File: config.mk
export PLATFORM = sky130hd
export DESIGN_NAME = gdl_input_packer
export DESIGN_NICKNAME = d
export VERILOG_FILES = /design/src/rtl/gdl_input_packer.sv
export SDC_FILE = /design/constraint.sdc
export NUM_CORES = 1
export LEC_CHECK = 0
export BUFFER_PORTS_ARGS = -buffer_cell sky130_fd_sc_hd__buf_2
export CAP_MARGIN = 10
export CORE_UTILIZATION = 60
export CTS_BUF_LIST = sky130_fd_sc_hd__clkbuf_8
export CTS_CLUSTER_DIAMETER = 100
export CTS_CLUSTER_SIZE = 30
export DETAILED_ROUTE_END_ITERATION = 10
export PLACE_DENSITY = 0.79
export SYNTH_ARGS = -nofsm -noshare
export SYNTH_HDL_FRONTEND = slang
export SYNTH_SLANG_ARGS = --single-unit
File: constraint.sdc
create_clock -name gclk2 -period 4.8 [get_ports gclk2]
set_clock_uncertainty 0.1 [all_clocks]
set_input_delay 1.44 -clock gclk2 [delete_from_list [all_inputs] [get_ports gclk2]]
set_output_delay 1.44 -clock gclk2 [all_outputs]
set_load 0.005 [all_outputs]
File: src/rtl/gdl_input_packer.sv
// gdl_input_packer: aligns GDL input summaries through per-source delay lines, stretches KEKB
// flags and packs everything with a frame tag and even parity into the FTD input words.
// Latency 1 tick + per-source dly; no backpressure, one word is emitted every gclk2 tick.
//
// Ports:
//   gclk2, reset                    trigger clock, synchronous active-high reset
//   cdc_in/ecl_in/top_in/klm_in     subsystem summaries (FTD bits 0..45)
//   kekb_in (revo,her,ler), gdl_in  FTD bits 46..51
//   dly_cdc/ecl/top/klm/misc        extra delay per source (misc = kekb + gdl)
//   stretch                         KEKB flag hold = stretch+1 ticks
//   ftdinb/ftdind/ftdinf            packed FTD words (ftdinf reserved, always 0)

// Per-source delay line: the shift register always holds the last DEPTH samples, and dly
// only picks the tap, so a delay change needs no flush of the line.
module gdl_dly_line #(
    parameter int W     = 8,
    parameter int DLY_W = 4
) (
    input  logic             clk,
    input  logic             reset,
    input  logic [W-1:0]     din,
    input  logic [DLY_W-1:0] dly,
    output logic [W-1:0]     dout
);
    localparam int DEPTH = (1 << DLY_W) - 1;

    logic [W-1:0] sr_q [DEPTH];
    logic [W-1:0] taps [DEPTH+1];

    always_ff @(posedge clk) begin
        if (reset) begin
            for (int i = 0; i < DEPTH; i++) sr_q[i] <= '0;
        end else begin
            sr_q[0] <= din;
            for (int i = 1; i < DEPTH; i++) sr_q[i] <= sr_q[i-1];
        end
    end

    // Tap 0 is the live input so dly=0 costs only the output register.
    always_comb begin
        taps[0] = din;
        for (int i = 1; i <= DEPTH; i++) taps[i] = sr_q[i-1];
    end

    assign dout = taps[dly];
endmodule

module gdl_input_packer #(
    parameter int DLY_W = 4,
    parameter int STR_W = 3
) (
    input  logic             gclk2,
    input  logic             reset,
    input  logic [14:0]      cdc_in,
    input  logic [23:0]      ecl_in,
    input  logic [3:0]       top_in,
    input  logic [2:0]       klm_in,
    input  logic [2:0]       kekb_in,
    input  logic [2:0]       gdl_in,
    input  logic [DLY_W-1:0] dly_cdc,
    input  logic [DLY_W-1:0] dly_ecl,
    input  logic [DLY_W-1:0] dly_top,
    input  logic [DLY_W-1:0] dly_klm,
    input  logic [DLY_W-1:0] dly_misc,
    input  logic [STR_W-1:0] stretch,
    output logic [31:0]      ftdinb,
    output logic [31:0]      ftdind,
    output logic [29:0]      ftdinf
);
    logic [14:0]      cdc_d;
    logic [23:0]      ecl_d;
    logic [3:0]       top_d;
    logic [2:0]       klm_d;
    logic [5:0]       misc_d;
    logic [2:0]       kekb_d;
    logic [2:0]       gdl_d;
    logic [2:0]       kekb_s;
    logic [STR_W-1:0] str_cnt_q [3];
    logic             revo_prev_q;
    logic             revo_rise;
    logic [7:0]       tag_q;
    logic [7:0]       tag_d;
    logic [31:0]      ftdinb_q;
    logic [31:0]      ftdind_q;
    logic [31:0]      ftdinb_d;
    logic [31:0]      ftdind_d;

    gdl_dly_line #(.W(15), .DLY_W(DLY_W)) u_dly_cdc (
        .clk(gclk2), .reset(reset), .din(cdc_in), .dly(dly_cdc), .dout(cdc_d));
    gdl_dly_line #(.W(24), .DLY_W(DLY_W)) u_dly_ecl (
        .clk(gclk2), .reset(reset), .din(ecl_in), .dly(dly_ecl), .dout(ecl_d));
    gdl_dly_line #(.W(4), .DLY_W(DLY_W)) u_dly_top (
        .clk(gclk2), .reset(reset), .din(top_in), .dly(dly_top), .dout(top_d));
    gdl_dly_line #(.W(3), .DLY_W(DLY_W)) u_dly_klm (
        .clk(gclk2), .reset(reset), .din(klm_in), .dly(dly_klm), .dout(klm_d));
    gdl_dly_line #(.W(6), .DLY_W(DLY_W)) u_dly_misc (
        .clk(gclk2), .reset(reset), .din({gdl_in, kekb_in}), .dly(dly_misc), .dout(misc_d));

    assign kekb_d = misc_d[2:0];
    assign gdl_d  = misc_d[5:3];

    // Flag is high while the delayed input is high or its hold counter is still running.
    always_comb begin
        kekb_s = '0;
        for (int b = 0; b < 3; b++) kekb_s[b] = kekb_d[b] | (str_cnt_q[b] != '0);
    end

    // Frame alignment keys off the unstretched delayed revo, so stretch never moves tag 0.
    assign revo_rise = kekb_d[0] & ~revo_prev_q;
    assign tag_d     = revo_rise ? 8'd0 : tag_q + 8'd1;

    always_comb begin
        ftdinb_d     = {ecl_d[16:0], cdc_d};
        ftdind_d     = {1'b0, 3'b000, tag_d, gdl_d, kekb_s, klm_d, top_d, ecl_d[23:17]};
        ftdind_d[31] = ^{ftdinb_d, ftdind_d[30:0]};
    end

    always_ff @(posedge gclk2) begin
        if (reset) begin
            ftdinb_q    <= '0;
            ftdind_q    <= '0;
            tag_q       <= '0;
            revo_prev_q <= 1'b0;
            for (int b = 0; b < 3; b++) str_cnt_q[b] <= '0;
        end else begin
            ftdinb_q    <= ftdinb_d;
            ftdind_q    <= ftdind_d;
            tag_q       <= tag_d;
            revo_prev_q <= kekb_d[0];
            for (int b = 0; b < 3; b++) begin
                if (kekb_d[b]) begin
                    str_cnt_q[b] <= stretch;
                end else if (str_cnt_q[b] != '0) begin
                    str_cnt_q[b] <= str_cnt_q[b] - STR_W'(1);
                end
            end
        end
    end

    assign ftdinb = ftdinb_q;
    assign ftdind = ftdind_q;
    assign ftdinf = '0;
endmodule

==> flow_summary.json, run 1 <==
{
  "status": "complete, no violations",
  "dp.cells": 3110,
  "start_kind": "primary input",
  "r2r_end": "ftdind[31]",
  "wl_microns": 54800,
  "ioPinCount": 171,
  "top_usage_layer": "met2",
  "start_util": 0.612,
  "synth_largest_area_cell": "dfxtp_1",
  "clk_latency_ns": 0.66,
  "rsz0062_at_grt": "false",
  "grt_pass1_wl_microns": 89500,
  "hold_path.class": "reg2reg",
  "synth_edf_count": 9,
  "finalSetupTns_ns": 0,
  "dieArea_sq_um": 51300,
  "grt_pass1_vias": 17127,
  "final.min_clock_period_ns": 4.06,
  "met2_usage": 0.360,
  "maxCapViolCount": 0,
  "clkTransAtPathRegs_ns": 0.17,
  "h-tree-depth": 2,
  "hpwl_microns": 36200,
  "drtIter0Drc": 1090,
  "cts.sinks": 851,
  "cts_tree": "yes",
  "ys_types": 46,
  "endpoint": "ftdind[31]",
  "min_from": "u_dly_ecl.sr_q[0][281]",
  "post-cts-setup-buffers": 0,
  "grt_util_met1": 0.304,
  "grt_max_degree": 166,
  "end_kind": "flop",
  "cts_made_buffers": 34,
  "fin_crit_sh": 0.846,
  "clk_path_buf_depth": 3,
  "cts_resized": 0,
  "max_slew_margin": 0.422,
  "post_dp_cell_area_sq_um": 31500,
  "startpoint": "dly_ecl[0]",
  "seqCellArea_sq_um": 17100,
  "leakagePower_nw": 12.4,
  "syn_avg_cell_area_sq_um": 12.5,
  "die_w_microns": 226,
  "antenna_found_initial": 3,
  "hold_violations": 0,
  "fillCellCount": 3730,
  "grtUsageMet3": 0.0241,
  "vdd_drop_max_mv": 0.188,
  "area_growth_pct": 5.88,
  "ctsHoldBuffers": 0,
  "final_nets": 2566,
  "drive_above_1_share": 0.173,
  "netlist_instances": 2419,
  "grt_overflow": 0,
  "yosysSeqAreaShare": 0.567,
  "multi_input_area_sq_um": 12200,
  "utilization": 0.648,
  "die_y_microns": 226,
  "synth_top_area_frac": 0.558,
  "max_clock_freq_ghz": 0.246,
  "yosys_register_bits": 851,
  "timing.rr.start": "tag_q[0]",
  "worstPathArrival_ns": 4.55,
  "r2r_slack_ns": 1.63,
  "routed-via-count": 16951,
  "grt_usage": 0.217,
  "async_flop_share": 0,
  "path_max_fanout": 27,
  "reg2regPathDepth": 9,
  "rows": 81,
  "ys_top_cells_by_area": "dfxtp_1 56%, nor2b_1 16%, mux4_2 14%, a22oi_1 2.3%, clkbuf_1 1.6%",
  "slew_violations": 0,
  "ys_warn_count": 0,
  "cts_root_buf": "clkbuf_8",
  "syn_area_sq_um": 30200,
  "stdcell_count": 3151,
  "place.gp.congestion": 0.795,
  "drc": 0,
  "power_density_nw_per_um2": 343,
  "whs_ns": 0.354,
  "vias_per_cell": 5.38,
  "drtPass1Iterations": 5,
  "ant_nets": 0,
  "ys.flop_type": "dfxtp_1",
  "routedWlPerCell_microns": 17.4,
  "fin_area_sq_um": 32000,
  "critPathRequiredTime_ns": 5.29,
  "port_buffers": 137,
  "setup_viol": 0,
  "worstMarginPinSlew_ns": 0.866,
  "path_class": "in2reg",
  "core_area_sq_um": 49400
}
## kinds of logic after synthesis
group | share of synthesized area
xor gates and xnor gates | 0.0185
buffers and inverters | 0.0339
adders and majority gates | 0.00290
DFF | 0.567
and+or+nand+nor | 0.182
other | 0.000124
muxes | 0.158
AOI/OAI and AO/OA | 0.0375
## worst min path at each step
stage,cells past startpoint,end,slack [ns]
final,1,u_dly_ecl.sr_q[0][305],0.35
after global routing,1,u_dly_ecl.sr_q[0][99],0.37
after CTS,1,u_dly_ecl.sr_q[0][305],0.35
after detailed placement,1,u_dly_cdc.sr_q[0][16],0.34
after global placement,1,u_dly_cdc.sr_q[0][26],0.33
after floorplan,1,u_dly_cdc.sr_q[0][136],0.33
## synth_stat cells (all sizes together), types with 2 or more instances
cell and number:
a22oi 91, xnor2 45, a31oi 8, xnor3 3, a21oi 48, nand2 61, nor2 27, clkbuf 130
o32ai 3, xor2 11, and2 6, ha 7, or2 7, nor2b 790, edfxtp 9, nand2b 3
mux2i 2, mux4 208, a22o 2, dfxtp 842, o21ai 2, a21boi 2, a221oi 2, or3 2
nand3 17, inv 11, buf 65, nand4 3
## cell usage in the layout, fill, tap and decap left out, types with 6 or more instances in the layout
cell type / instances
xnor2_1: 45
a31oi_1: 8
a22oi_1: 91
dfxtp_1: 842
buf_4: 41
and2_1: 6
edfxtp_1: 9
nor2b_1: 788
ha_1: 7
buf_12: 14
nand3_1: 17
clkbuf_8: 35
a21oi_1: 48
inv_1: 14
or2_2: 7
mux4_2: 190
buf_2: 133
nor2_1: 26
xor2_1: 11
conb_1: 33
mux4_1: 18
nand2_1: 61
## final cells by class
type / instances / share of cell area
antenna: 1 / 0.0000782
multi-input combinational: 1394 / 0.381
clock buffer: 35 / 0.0151
clock inverter: 5 / 0.00121
inverter: 11 / 0.00129
sequential: 851 / 0.535
tap: 664 / 0.0260
timing repair buffer: 190 / 0.0400
## through the flow
| stage | power (W) | worst slack (ns) |
|---|---|---|
| global route | 0.0114 | 0.513 |
| detailed placement | 0.00847 | 0.0684 |
| global placement | 0.00845 | 0.0461 |
| CTS | 0.0111 | 0.760 |
| floorplan | 0.00819 | 0.748 |
| finish | 0.0110 | 0.741 |
## critical path, stage by stage
cell and delay [ns]:
buf_6 0.26, buf_12 0.29, buf_4 0.31, mux4_2 0.54, a22oi_1 0.26, nand2_1 0.12, xnor2_1 0.36, xnor2_1 0.19
xnor2_1 0.11, xnor2_1 0.29, xnor3_1 0.26, nor2_1 0.08
## sequential cells by signal, indices dropped and copies added (netlist names), 9 cells and up
signal and count:
u_dly_cdc.sr_q 225, ftdinb 32, u_dly_ecl.sr_q 360, u_dly_klm.sr_q 45, u_dly_misc.sr_q 90, str_cnt_q 9
ftdind 22, u_dly_top.sr_q 60
## power by group
part           total [W]  switching (W)  internal, W
sequential       0.00728      0.0000545      0.00722
combinational    0.00103       0.000539     0.000495
clock            0.00267        0.00198     0.000689
## layer usage
metal  share of wire  vias to the layer above
met1            0.47                     8466
li1                -                     8178
met4           0.018                        2
met2            0.48                      246
met3           0.030                       59
met5         0.00022                        -
No activity file was read; power rests on OpenSTA's default activity.
==> inputs of run 2 (changes only) <==
--- a/config.mk
+++ b/config.mk
@@ -7,12 +7,12 @@
 export LEC_CHECK = 0
 export BUFFER_PORTS_ARGS = -buffer_cell sky130_fd_sc_hd__buf_2
 export CAP_MARGIN = 10
-export CORE_UTILIZATION = 60
+export CORE_UTILIZATION = 57
 export CTS_BUF_LIST = sky130_fd_sc_hd__clkbuf_8
 export CTS_CLUSTER_DIAMETER = 100
 export CTS_CLUSTER_SIZE = 30
 export DETAILED_ROUTE_END_ITERATION = 10
-export PLACE_DENSITY = 0.79
+export PLACE_DENSITY = 0.78
 export SYNTH_ARGS = -nofsm -noshare
 export SYNTH_HDL_FRONTEND = slang
 export SYNTH_SLANG_ARGS = --single-unit
==> constraint.sdc (replaced) <==
create_clock -name gclk2 -period 3.4 [get_ports gclk2]
set_clock_uncertainty 0.1 [all_clocks]
set_input_delay 1.02 -clock gclk2 [delete_from_list [all_inputs] [get_ports gclk2]]
set_output_delay 1.02 -clock gclk2 [all_outputs]
set_load 0.005 [all_outputs]
==> flow_summary.json, run 2 (synthesis results as in run 1) <==
{
  "clock_power_share": 0.240,
  "ioPinCount": 171,
  "clk_latency_ns": 0.66,
  "slew_violations": 0,
  "rows": 84,
  "worstPathArrival_ns": 3.81,
  "combPwrFrac": 0.105,
  "maxCapViolCount": 0,
  "grt_max_degree": 132,
  "stdcell_count": 3324,
  "grt_pass1_vias": 18066,
  "r2r_slack_ns": 0.32,
  "final_nets": 2712,
  "routed-via-count": 17439,
  "dp.cells": 3280,
  "end_kind": "flop",
  "reg2regPathDepth": 10,
  "top_register": "u_dly_ecl.sr_q",
  "path_class": "in2reg",
  "cts_made_buffers": 34,
  "post_dp_cell_area_sq_um": 32900,
  "vias_per_cell": 5.25,
  "seqPwrFrac": 0.655,
  "post-cts-setup-buffers": 0,
  "rsz0062_at_grt": "false",
  "final_common_cell": "dfxtp_1",
  "port_buffers": 137,
  "endpoint": "ftdind[31]",
  "start_kind": "primary input",
  "startpoint": "dly_top[0]",
  "clkTransAtPathRegs_ns": 0.16,
  "path_max_fanout": 10,
  "final.min_clock_period_ns": 3.32,
  "routedWlPerCell_microns": 17.1,
  "max_slew_margin": 0.513,
  "drc": 0,
  "h-tree-depth": 2,
  "swShare": 0.237,
  "die_w_microns": 232,
  "max_clock_freq_ghz": 0.301,
  "clk_path_buf_depth": 3,
  "r2r_end": "ftdind[31]",
  "grt_overflow": 0,
  "dieArea_sq_um": 54000,
  "status": "complete, no violations",
  "antenna_found_initial": 2,
  "hold_violations": 0,
  "ctsHoldBuffers": 0,
  "worstMarginPinSlew_ns": 0.725,
  "drtIter0Drc": 1056,
  "power_density_nw_per_um2": 469,
  "cts.sinks": 851,
  "critPathRequiredTime_ns": 3.89,
  "vdd_drop_max_mv": 0.417,
  "timing.rr.start": "tag_q[0]",
  "grt_pass1_wl_microns": 93700,
  "cts_tree": "yes",
  "wl_microns": 56700,
  "fin_crit_sh": 0.976,
  "p_switching_w": 0.00372,
  "top_regs": "u_dly_ecl.sr_q x360, u_dly_cdc.sr_q x225, u_dly_misc.sr_q x90",
  "layout_common_cells": "842 x dfxtp_1, 788 x nor2b_1, 199 x mux4_2, 170 x buf_4, 133 x buf_2",
  "finalPower_w": 0.0157,
  "cts_root_buf": "clkbuf_8",
  "leakagePower_nw": 13.1,
  "drtPass1Iterations": 5,
  "setup_viol": 0,
  "area_growth_pct": 10.7,
  "place.gp.congestion": 0.812,
  "hold_path.class": "reg2reg",
  "p_int_w": 0.0120,
  "hpwl_microns": 38600,
  "start_util": 0.576,
  "ant_nets": 0,
  "die_y_microns": 232,
  "largest_reg_flops": 360,
  "drive_above_1_share": 0.233,
  "grt_usage": 0.215,
  "core_area_sq_um": 52400,
  "fin_area_sq_um": 33500
}
[run 2: repair_timing]
| action | in CTS | in global routing |
|---|---|---|
| resized for setup | 2 | 7 |
| cloned | 0 | 0 |
| pin swaps | 0 | 2 |
| setup endpoints to repair | 1 | 1 |
[run 2: power by group through the flow]
stage	clock [W]	sequential, W	combinational (W)
floorplan	0	0.0105	0.00113
global placement	0	0.0105	0.00160
detailed placement	0	0.0105	0.00165
CTS	0.00391	0.0103	0.00166
global route	0.00425	0.0103	0.00178
finish	0.00376	0.0103	0.00165
[run 2: stage by stage]
| stage | hold WS (ns) | util | setup WS [ns] | setup TNS [ns] |
|---|---|---|---|---|
| after global placement | 0.334 | 0.627 | -0.671 | -0.671 |
| after CTS | 0.336 | 0.637 | 0.0148 | 0 |
| after detailed placement | 0.344 | 0.627 | -0.724 | -0.724 |
| after global routing | 0.354 | 0.638 | 0.00178 | 0 |
| final | 0.336 | 0.638 | 0.0822 | 0 |
| after floorplan | 0.329 | - | -0.117 | -0.117 |
[run 2: how the worst min path moves through the flow]
stage                           startpoint                      to  cells past startpoint
floorplan           u_dly_cdc.sr_q[0][121]  u_dly_cdc.sr_q[0][136]                      1
global placement    u_dly_cdc.sr_q[0][131]  u_dly_cdc.sr_q[0][146]                      1
detailed placement   u_dly_cdc.sr_q[0][39]   u_dly_cdc.sr_q[0][54]                      1
CTS                   u_dly_top.sr_q[0][9]   u_dly_top.sr_q[0][13]                      1
global route         u_dly_top.sr_q[0][22]   u_dly_top.sr_q[0][26]                      1
finish                u_dly_top.sr_q[0][9]   u_dly_top.sr_q[0][13]                      1
[run 2: worst max-delay path, cell delays in order]
cell and delay (ns):
buf_2 0.18, buf_12 0.17, mux4_2 0.53, a22oi_1 0.27
nand3_1 0.14, xnor2_1 0.51, xnor2_1 0.22, xnor2_1 0.16
buf_4 0.15, xnor2_1 0.11, xnor3_1 0.23, nor2_1 0.11
[run 2: layout make-up]
class	count	area, sq um
Sequential cell	851	17100
Antenna cell	4	10.0
Inverter	11	41.3
Fill cell	3955	19000
Clock inverter	6	51.3
Multi-Input combinational cell	1394	12300
Timing Repair Buffer	336	2600
Clock buffer	34	468
Tap cell	688	861
[run 2: metal layers]
metal | part of all wire | up-vias | track usage | routed length [microns]
met5 | 0 | - | 0 | 0
met4 | 0.016 | 0 | 0.0522 | 885
met3 | 0.029 | 59 | 0.0235 | 1660
met2 | 0.48 | 230 | 0.355 | 27400
met1 | 0.47 | 8676 | 0.302 | 26800
li1 | - | 8474 | - | -
